**src/rtl/reg_port_arbiter_if.sv**
```systemverilog
// Requester, response, clear-control and register-file pin bundle for reg_port_arbiter.
interface reg_port_arbiter_if #(
  parameter int W = 8,
  parameter int D = 3
);
  logic         Req0Valid, Req1Valid;
  logic         Req0Write, Req1Write;
  logic [D-1:0] Req0Addr, Req1Addr;
  logic [W-1:0] Req0Data, Req1Data;
  logic         Req0Ready, Req1Ready;
  logic         Rsp0Valid, Rsp1Valid;
  logic [W-1:0] RspData;
  logic         ClrStart;
  logic         ClrBusy;
  logic         ClrDone;
  logic         RfWriteEn;
  logic [D-1:0] RfWaddr;
  logic [W-1:0] RfDataIn;
  logic [D-1:0] RfRaddrA;
  logic [W-1:0] RfDataOutA;

  modport slave (
    input  Req0Valid, Req1Valid, Req0Write, Req1Write,
    input  Req0Addr, Req1Addr, Req0Data, Req1Data,
    output Req0Ready, Req1Ready, Rsp0Valid, Rsp1Valid, RspData,
    input  ClrStart,
    output ClrBusy, ClrDone,
    output RfWriteEn, RfWaddr, RfDataIn, RfRaddrA,
    input  RfDataOutA
  );

  modport master (
    output Req0Valid, Req1Valid, Req0Write, Req1Write,
    output Req0Addr, Req1Addr, Req0Data, Req1Data,
    input  Req0Ready, Req1Ready, Rsp0Valid, Rsp1Valid, RspData,
    output ClrStart,
    input  ClrBusy, ClrDone,
    input  RfWriteEn, RfWaddr, RfDataIn, RfRaddrA,
    output RfDataOutA
  );
endinterface

```
**src/rtl/reg_port_arbiter.sv**
```systemverilog
// Two-requester arbiter/sequencer for the register file write port and read port A, with a clear sequence.
// Define REGARB_FIXED_PRIO_EN for fixed priority (requester 0 always wins); default is round-robin.
module reg_port_arbiter #(
  parameter int W = 8,
  parameter int D = 3
) (
  input logic            Clk,
  input logic            Reset,
  reg_port_arbiter_if.slave bus
);

  typedef enum logic [0:0] {IDLE, CLEAR} state_t;

  localparam logic [D:0] CLR_END = {1'b1, {D{1'b0}}};

  state_t       state_q, state_d;
  logic [D:0]   clr_cnt_q, clr_cnt_d;
  logic         clr_done_q, clr_done_d;
  logic         iss_valid_q, iss_valid_d;
  logic         iss_write_q, iss_write_d;
  logic         iss_clr_q, iss_clr_d;
  logic         iss_id_q, iss_id_d;
  logic [D-1:0] iss_addr_q, iss_addr_d;
  logic [W-1:0] iss_data_q, iss_data_d;
  logic         rsp0_valid_q, rsp0_valid_d;
  logic         rsp1_valid_q, rsp1_valid_d;
  logic [W-1:0] rsp_data_q, rsp_data_d;
  logic         grant0, grant1;
  logic         prio0;

`ifdef REGARB_FIXED_PRIO_EN
  assign prio0 = 1'b1;
`else
  logic last_grant_q, last_grant_d;
  // Requester 0 wins a conflict exactly when requester 1 took the previous grant.
  assign prio0 = last_grant_q;
`endif

  always_comb begin
    state_d      = state_q;
    clr_cnt_d    = clr_cnt_q;
    clr_done_d   = 1'b0;
    iss_valid_d  = 1'b0;
    iss_write_d  = iss_write_q;
    iss_clr_d    = 1'b0;
    iss_id_d     = iss_id_q;
    iss_addr_d   = iss_addr_q;
    iss_data_d   = iss_data_q;
    rsp0_valid_d = 1'b0;
    rsp1_valid_d = 1'b0;
    rsp_data_d   = '0;
    grant0       = 1'b0;
    grant1       = 1'b0;
`ifndef REGARB_FIXED_PRIO_EN
    last_grant_d = last_grant_q;
`endif

    case (state_q)
      IDLE: begin
        if (bus.ClrStart) begin
          state_d     = CLEAR;
          iss_valid_d = 1'b1;
          iss_write_d = 1'b1;
          iss_clr_d   = 1'b1;
          iss_addr_d  = '0;
          iss_data_d  = '0;
          clr_cnt_d   = {{D{1'b0}}, 1'b1};
        end else if (!Reset) begin
          grant0 = bus.Req0Valid && (!bus.Req1Valid || prio0);
          grant1 = bus.Req1Valid && (!bus.Req0Valid || !prio0);
          if (grant0 || grant1) begin
            iss_valid_d  = 1'b1;
            iss_id_d     = grant1;
            iss_write_d  = grant1 ? bus.Req1Write : bus.Req0Write;
            iss_addr_d   = grant1 ? bus.Req1Addr  : bus.Req0Addr;
            iss_data_d   = grant1 ? bus.Req1Data  : bus.Req0Data;
`ifndef REGARB_FIXED_PRIO_EN
            last_grant_d = grant1;
`endif
          end
        end
      end
      CLEAR: begin
        // The counter runs one ahead of the issued address so reaching 2**D marks the last write in flight.
        if (clr_cnt_q == CLR_END) begin
          state_d    = IDLE;
          clr_done_d = 1'b1;
          clr_cnt_d  = '0;
        end else begin
          iss_valid_d = 1'b1;
          iss_write_d = 1'b1;
          iss_clr_d   = 1'b1;
          iss_addr_d  = clr_cnt_q[D-1:0];
          iss_data_d  = '0;
          clr_cnt_d   = clr_cnt_q + 1'b1;
        end
      end
      default: state_d = IDLE;
    endcase

    if (iss_valid_q && !iss_clr_q) begin
      rsp0_valid_d = !iss_id_q;
      rsp1_valid_d = iss_id_q;
      rsp_data_d   = iss_write_q ? '0 : bus.RfDataOutA;
    end
  end

  always_ff @(posedge Clk) begin
    if (Reset) begin
      state_q      <= IDLE;
      clr_cnt_q    <= '0;
      clr_done_q   <= 1'b0;
      iss_valid_q  <= 1'b0;
      iss_write_q  <= 1'b0;
      iss_clr_q    <= 1'b0;
      iss_id_q     <= 1'b0;
      iss_addr_q   <= '0;
      iss_data_q   <= '0;
      rsp0_valid_q <= 1'b0;
      rsp1_valid_q <= 1'b0;
      rsp_data_q   <= '0;
`ifndef REGARB_FIXED_PRIO_EN
      last_grant_q <= 1'b1;
`endif
    end else begin
      state_q      <= state_d;
      clr_cnt_q    <= clr_cnt_d;
      clr_done_q   <= clr_done_d;
      iss_valid_q  <= iss_valid_d;
      iss_write_q  <= iss_write_d;
      iss_clr_q    <= iss_clr_d;
      iss_id_q     <= iss_id_d;
      iss_addr_q   <= iss_addr_d;
      iss_data_q   <= iss_data_d;
      rsp0_valid_q <= rsp0_valid_d;
      rsp1_valid_q <= rsp1_valid_d;
      rsp_data_q   <= rsp_data_d;
`ifndef REGARB_FIXED_PRIO_EN
      last_grant_q <= last_grant_d;
`endif
    end
  end

  assign bus.Req0Ready = grant0;
  assign bus.Req1Ready = grant1;
  assign bus.Rsp0Valid = rsp0_valid_q;
  assign bus.Rsp1Valid = rsp1_valid_q;
  assign bus.RspData   = rsp_data_q;
  assign bus.ClrBusy   = (state_q == CLEAR);
  assign bus.ClrDone   = clr_done_q;
  assign bus.RfWriteEn = iss_valid_q && iss_write_q;
  assign bus.RfWaddr   = iss_addr_q;
  assign bus.RfRaddrA  = iss_addr_q;
  assign bus.RfDataIn  = iss_data_q;

endmodule

```
**src/flat_wrapper.sv**
```systemverilog
// flat-port wrapper written by rule: the top's interface ports become plain ports
module reg_port_arbiter_flat 
#(
  parameter int W = 8,
  parameter int D = 3
)
  (Clk, Reset, bus_Req0Valid, bus_Req1Valid, bus_Req0Write, bus_Req1Write, bus_Req0Addr, bus_Req1Addr, bus_Req0Data, bus_Req1Data, bus_Req0Ready, bus_Req1Ready, bus_Rsp0Valid, bus_Rsp1Valid, bus_RspData, bus_ClrStart, bus_ClrBusy, bus_ClrDone, bus_RfWriteEn, bus_RfWaddr, bus_RfDataIn, bus_RfRaddrA, bus_RfDataOutA);
  reg_port_arbiter_if #(.W(W), .D(D)) bus_i ();
  input logic Clk;
  input logic Reset;
  input wire logic [$bits(bus_i.Req0Valid)-1:0] bus_Req0Valid;
  input wire logic [$bits(bus_i.Req1Valid)-1:0] bus_Req1Valid;
  input wire logic [$bits(bus_i.Req0Write)-1:0] bus_Req0Write;
  input wire logic [$bits(bus_i.Req1Write)-1:0] bus_Req1Write;
  input wire logic [$bits(bus_i.Req0Addr)-1:0] bus_Req0Addr;
  input wire logic [$bits(bus_i.Req1Addr)-1:0] bus_Req1Addr;
  input wire logic [$bits(bus_i.Req0Data)-1:0] bus_Req0Data;
  input wire logic [$bits(bus_i.Req1Data)-1:0] bus_Req1Data;
  output wire logic [$bits(bus_i.Req0Ready)-1:0] bus_Req0Ready;
  output wire logic [$bits(bus_i.Req1Ready)-1:0] bus_Req1Ready;
  output wire logic [$bits(bus_i.Rsp0Valid)-1:0] bus_Rsp0Valid;
  output wire logic [$bits(bus_i.Rsp1Valid)-1:0] bus_Rsp1Valid;
  output wire logic [$bits(bus_i.RspData)-1:0] bus_RspData;
  input wire logic [$bits(bus_i.ClrStart)-1:0] bus_ClrStart;
  output wire logic [$bits(bus_i.ClrBusy)-1:0] bus_ClrBusy;
  output wire logic [$bits(bus_i.ClrDone)-1:0] bus_ClrDone;
  output wire logic [$bits(bus_i.RfWriteEn)-1:0] bus_RfWriteEn;
  output wire logic [$bits(bus_i.RfWaddr)-1:0] bus_RfWaddr;
  output wire logic [$bits(bus_i.RfDataIn)-1:0] bus_RfDataIn;
  output wire logic [$bits(bus_i.RfRaddrA)-1:0] bus_RfRaddrA;
  input wire logic [$bits(bus_i.RfDataOutA)-1:0] bus_RfDataOutA;
  assign bus_i.Req0Valid = bus_Req0Valid;
  assign bus_i.Req1Valid = bus_Req1Valid;
  assign bus_i.Req0Write = bus_Req0Write;
  assign bus_i.Req1Write = bus_Req1Write;
  assign bus_i.Req0Addr = bus_Req0Addr;
  assign bus_i.Req1Addr = bus_Req1Addr;
  assign bus_i.Req0Data = bus_Req0Data;
  assign bus_i.Req1Data = bus_Req1Data;
  assign bus_Req0Ready = bus_i.Req0Ready;
  assign bus_Req1Ready = bus_i.Req1Ready;
  assign bus_Rsp0Valid = bus_i.Rsp0Valid;
  assign bus_Rsp1Valid = bus_i.Rsp1Valid;
  assign bus_RspData = bus_i.RspData;
  assign bus_i.ClrStart = bus_ClrStart;
  assign bus_ClrBusy = bus_i.ClrBusy;
  assign bus_ClrDone = bus_i.ClrDone;
  assign bus_RfWriteEn = bus_i.RfWriteEn;
  assign bus_RfWaddr = bus_i.RfWaddr;
  assign bus_RfDataIn = bus_i.RfDataIn;
  assign bus_RfRaddrA = bus_i.RfRaddrA;
  assign bus_i.RfDataOutA = bus_RfDataOutA;
  reg_port_arbiter #(.W(W), .D(D)) u_core (.Clk(Clk), .Reset(Reset), .bus(bus_i));
endmodule
```
**config.mk**
```make
export PLATFORM = sky130hd
export DESIGN_NAME = reg_port_arbiter_flat
export DESIGN_NICKNAME = d
export VERILOG_FILES = /design/src/rtl/reg_port_arbiter_if.sv /design/src/rtl/reg_port_arbiter.sv /design/src/flat_wrapper.sv
export SDC_FILE = /design/constraint.sdc
export NUM_CORES = 1
export LEC_CHECK = 0
export ABC_AREA = 1
export BUFFER_PORTS_ARGS = -buffer_cell sky130_fd_sc_hd__buf_2
export CELL_PAD_IN_SITES_DETAIL_PLACEMENT = 1
export CELL_PAD_IN_SITES_GLOBAL_PLACEMENT = 1
export CORE_UTILIZATION = 33
export CTS_CLUSTER_SIZE = 40
export DETAILED_ROUTE_END_ITERATION = 10
export PLACE_DENSITY = 0.8
export SETUP_SLACK_MARGIN = 0.1
export SYNTH_ARGS = -nofsm -noshare
export SYNTH_HDL_FRONTEND = slang
export SYNTH_SLANG_ARGS = --single-unit
```
**constraint.sdc**
```tcl
create_clock -name Clk -period 1.5 [get_ports Clk]
set_input_delay 0.075 -clock Clk [delete_from_list [all_inputs] [get_ports Clk]]
set_output_delay 0.075 -clock Clk [all_outputs]
set_load 0.1 [all_outputs]
```
### Yosys cells after proc, flatten, opt, wreduce, memory -nomap -nowiden

Cells that the tools add are included.
Widths: inputs -> output; s select.

* register bits after elaboration: 31
* bits of input ports: 37
* logic and storage cells: 68

* add/sub/neg operators: 1
* eq/ne operators: 4
* muxes and demuxes: 31
* bitwise logic cells: 3
* reduce and logical (&&, ||, !) cells: 17

Operator list (number)
* $mux 8: 4
* $pmux 8 s2: 1
* $mux 1: 15
* $mux 3: 4
* $mux 4: 2
* $pmux 4 s2: 1
* $pmux 1 s2: 3
* $pmux 3 s2: 1
* $logic_not 1->1: 5
* $add 4x1->4 const B: 1
* $eq 4x4->1 const B: 1
* $logic_and 1x1->1: 4
* $ne 2x2->1 const B: 2
* $reduce_or 2->1: 2
* $logic_or 1x1->1: 3
* $ne 3x2->1 const B: 1
* $not 1->1: 3
* $reduce_and 3->1: 1
* $reduce_or 3->1: 1
* $reduce_and 2->1: 1

### Longest topological paths before layout

* word-level depth: 7
* gate-level depth with buffers: 8
* mapped depth without buffers: 8

### Least setup slack after synthesis

No wires, ideal clock.

* path kind: reg-to-output
* start point: register u_core.state_q (netlist: u_core.bus.ClrBusy)
* end point: output bus_Req0Ready
* data arrival time: 2.568 ns
* required time: 1.425 ns
* path slack: -1.143 ns
* cell stages (with the launch flop): 6
* path buffers: 2
* cells stage by stage: dfxtp_1 buf_6 nor2_8 buf_4 nand2_1 nor2_1

* cells in the longest elaborated chain, start to end: 1

RTL lines
* start, declared: line reg_port_arbiter.sv:16 `state_t state_q, state_d;`
* start signal, assigned: line reg_port_arbiter.sv:126 `state_q <= state_d;`
* $mux 1: line reg_port_arbiter.sv:58 `case (state_q)`
* end, declared: line flat_wrapper.sv:19 `output wire logic [$bits(bus_i.Req0Ready)-1:0] bus_Req0Ready;`

No other way between the ends.

### Worst setup path after layout

* start point: register u_core.clr_cnt_q[1]
* end point: register u_core.iss_addr_q[2] (netlist: u_core.bus.RfRaddrA[2])

* cells in the longest elaborated chain, start to end: 3

RTL lines
* start, declared: line reg_port_arbiter.sv:17 `logic [D:0] clr_cnt_q, clr_cnt_d;`
* start signal, assigned: line reg_port_arbiter.sv:127 `clr_cnt_q <= clr_cnt_d;`
* $eq 4x4->1: line reg_port_arbiter.sv:85 `if (clr_cnt_q == CLR_END) begin`
* $ne 2x2->1 (no line)
* $reduce_and 2->1 (no line)
* end signal, assigned: line reg_port_arbiter.sv:133 `iss_addr_q <= iss_addr_d;`
* end, declared: line reg_port_arbiter.sv:23 `logic [D-1:0] iss_addr_q, iss_addr_d;`

No other way between the ends.
A chain may end at the register's enable or synchronous reset.

==> impl_metrics.toml <==
[run_status]
status = "finished clean"

[synthesis]
synth_seq_area_share_pct = 36.82
yosys_warnings = 0
syn_avg_cell_area_sq_um = 7.233
async_flop_share_pct = 0
synth_edf_count = 0
ys_ff_latch = 31
synth_top_cell_area_share_pct = 36.82
synth.distinct_cells = 28
synth_area_leaders = "dfxtp_1 37%, inv_1 11%, nand2_1 11%, nand3_1 8.9%, nor2_1 5.1%"
syn-num-nets = 272
syn_inst = 233
syn_area_sq_um = 1685
synth_ff_type = "dfxtp_1"
synth_area_leader_cell = "dfxtp_1"

[floorplanning]
die-area_sq_um = 5397
die_w_microns = 73.47
fp-row-count = 25
core_area_sq_um = 4817
die_y_microns = 73.47
initial_utilization_pct = 34.99
ios = 66

[timing]
hold_ws_ns = 0.02087
tns_ns = 0
maxSlewHeadroom_pct = 67.31
final_hold_viol_count = 0
fin_crit_sh_pct = 86.92
fin_skew_ns = 0.003351
worst_pin_slew_ns = 0.4937
slew_violations = 0
fmax_mhz = 767.0
fin_ws_ns = 0.1962
grt_setup_unrepaired = "false"
timing.final.crit_period_ns = 1.304
setup_viol = 0

[pwr]
pwr-share-clk_pct = 29.3
p_seq_share_pct = 40.8
p_sw_share_pct = 37.11
power.density_nw_per_um2 = 1003
power.internal_w = 0.001393
pwr-share-comb_pct = 29.9
power_w = 0.002215
leakage_nw = 1.212
irDropWorstVdd_uv = 376.0
power.switching_w = 0.0008220

[final_layout]
seq_area_sq_um = 629.4
drive_gt1_share_pct = 39.40
fin_cells = 369
area_delta_synth_final_pct = 31.11
nFillCells = 662
diodes = 0
multi_input_area_sq_um = 790.8
nets = 341

[flow_run]
max-cap-violations = 0

[placed_design]
hpwl_mm = 3.212
dp_cells = 355
port_buffers = 65
dp_slack_ns = 0.2080
globalplace.congestion = 0.8467

[cts]
cts.sinks = 31
cts_tree = "built"
clock_latency_ns = 0.28
clkSlewWorstSetupHoldPaths_ns = 0.06
cts-root-buf = "clkbuf_8"
cts.htree.levels = 2
clockBufferDepth = 2
cts-hold-fix-buffers = 0
cts_buffers = 5

[global_routing]
grt_max_degree = 18
track_usage_pct = 16.15
grt_pass1_vias = 1482
grt_overflow = 0
antenna_found_initial = 0
grt_first_pass_wirelength_mm = 6.610

[routing]
drcViolationCount = 0
drtIter0Drc = 35
wl_per_cell_microns = 11.30
avgViaCountPerCell = 4.312
drtPass1Iterations = 4
final_antenna_net_count = 0
wl_mm = 4.171
num_vias = 1591

[hold_path]
hold_start = "bus_RfDataOutA[1]"
hold_class = "input port to flop"
holdPathEnd = "u_core.bus.RspData[1]"
holdPathStages = 3

[critical_path]
critPathKind = "flop to flop"
regToRegEndpoint = "u_core.bus.RfRaddrA[2]"
reg2reg_setup_slack_ns = 0.20
regToRegStartpoint = "u_core.clr_cnt_q[1]"
end_kind = "flop"
arrival_ns = 1.47
cp-start-kind = "flop"
crit_fanout = 6
cp.required_ns = 1.67
reg2reg_depth = 6
## power groups by stage
stage	registers (W)	logic, W	clock network (W)
finish	0.000905	0.000662	0.000649
global route	0.000911	0.000712	0.000710
CTS	0.000904	0.000648	0.000668
detailed placement	0.000922	0.000637	0
global placement	0.000919	0.000628	0
floorplan	0.00114	0.000309	0
## how the worst max path moves through the flow
stage                                    from                endpoint  slack, ns  cells past startpoint
final                     u_core.clr_cnt_q[1]  u_core.bus.RfRaddrA[2]       0.20                      6
after global routing      u_core.clr_cnt_q[1]     u_core.clr_cnt_q[0]       0.09                      7
after CTS                 u_core.last_grant_q           bus_Req1Ready       0.13                      4
after detailed placement  u_core.clr_cnt_q[1]  u_core.bus.RfDataIn[3]       0.21                      7
after global placement    u_core.clr_cnt_q[1]  u_core.bus.RfDataIn[3]       0.27                      7
after floorplan            u_core.bus.ClrBusy           bus_Req0Ready       0.02                      5
## flip-flops by register name, indices dropped and copies added (netlist names)
signal and flops:
u_core.bus.Rsp1Valid 1, u_core.clr_cnt_q 4, u_core.bus.RspData 8, u_core.bus.ClrDone 1
u_core.bus.RfDataIn 8, u_core.iss_write_q 1, u_core.bus.Rsp0Valid 1, u_core.bus.RfRaddrA 3
u_core.last_grant_q 1, u_core.iss_valid_q 1, u_core.iss_id_q 1, u_core.bus.ClrBusy 1
## cells in the final DEF, fill, tap and decap left out, types with 2 or more instances in the layout
| master | count |
|---|---|
| nand2_4 | 4 |
| nand2_2 | 5 |
| buf_4 | 9 |
| a21oi_1 | 4 |
| buf_12 | 2 |
| nand2_1 | 46 |
| nand3_1 | 30 |
| nand3_2 | 2 |
| o21ai_0 | 2 |
| dfxtp_1 | 26 |
| nor2_1 | 20 |
| ha_1 | 2 |
| clkbuf_8 | 6 |
| a21oi_2 | 3 |
| dfxtp_2 | 4 |
| inv_1 | 48 |
| nor2_4 | 4 |
| buf_2 | 63 |
| nor2_2 | 9 |
## logic make-up (layout without fill, tap and decap cells)
group | count (synthesis) | after routing | synth area share (%)
compound gates | 11 | 11 | 4.009
xor+xnor | 2 | 2 | 1.040
fa+ha+maj | 2 | 2 | 1.485
buf+inv | 62 | 131 | 18.71
flops | 31 | 31 | 36.82
simple gates | 125 | 125 | 37.94
## area by class of cell
cell class,count,share of cell area [%]
inverters,50,8.834
repair buffers,74,19.14
clock buffers,6,3.737
well taps,67,3.794
clock inverters,1,0.2265
flip-flops and latches,31,28.48
multi-input cells,140,35.79
## synthesized netlist by cell type, types with 2 or more instances
cell,number
a21oi_1,4
nand3_2,2
buf_6,5
nand2_4,3
a21oi_2,3
inv_1,48
buf_4,4
nand2_2,5
o21ai_0,3
ha_1,2
nand2_1,48
dfxtp_1,31
nand3_1,30
nor2_2,8
nor2_4,2
nor2_1,23
## timing repair
action,4_1_cts,5_1_grt
buffers inserted,2,5
pin swaps,1,1
resized for setup,1,5
setup endpoints to repair,2,10
## routing by layer
metal / up-vias / global-route usage, % / share of wire, %
met2: 43 / 28.44 / 50
met4: 0 / 5.342 / 1.2
met3: 2 / 3.704 / 3.9
met5: - / 0 / 0
met1: 718 / 19.21 / 45
li1: 828 / - / -
## metrics by stage
stage	cell area [sq um]	util, %
after floorplan	1723	-
after global placement	2049	42.55
after detailed placement	2049	42.55
after CTS	2157	44.78
after global routing	2210	45.87
final	2210	45.87
## critical path, cell delays in order (launching register included)
cell,delay [ns]
dfxtp_1,0.38
inv_1,0.09
ha_1,0.23
nand4_4,0.17
nand3_1,0.11
nor2_1,0.17
nor2_1,0.05
(Power assumes the default switching activity.)
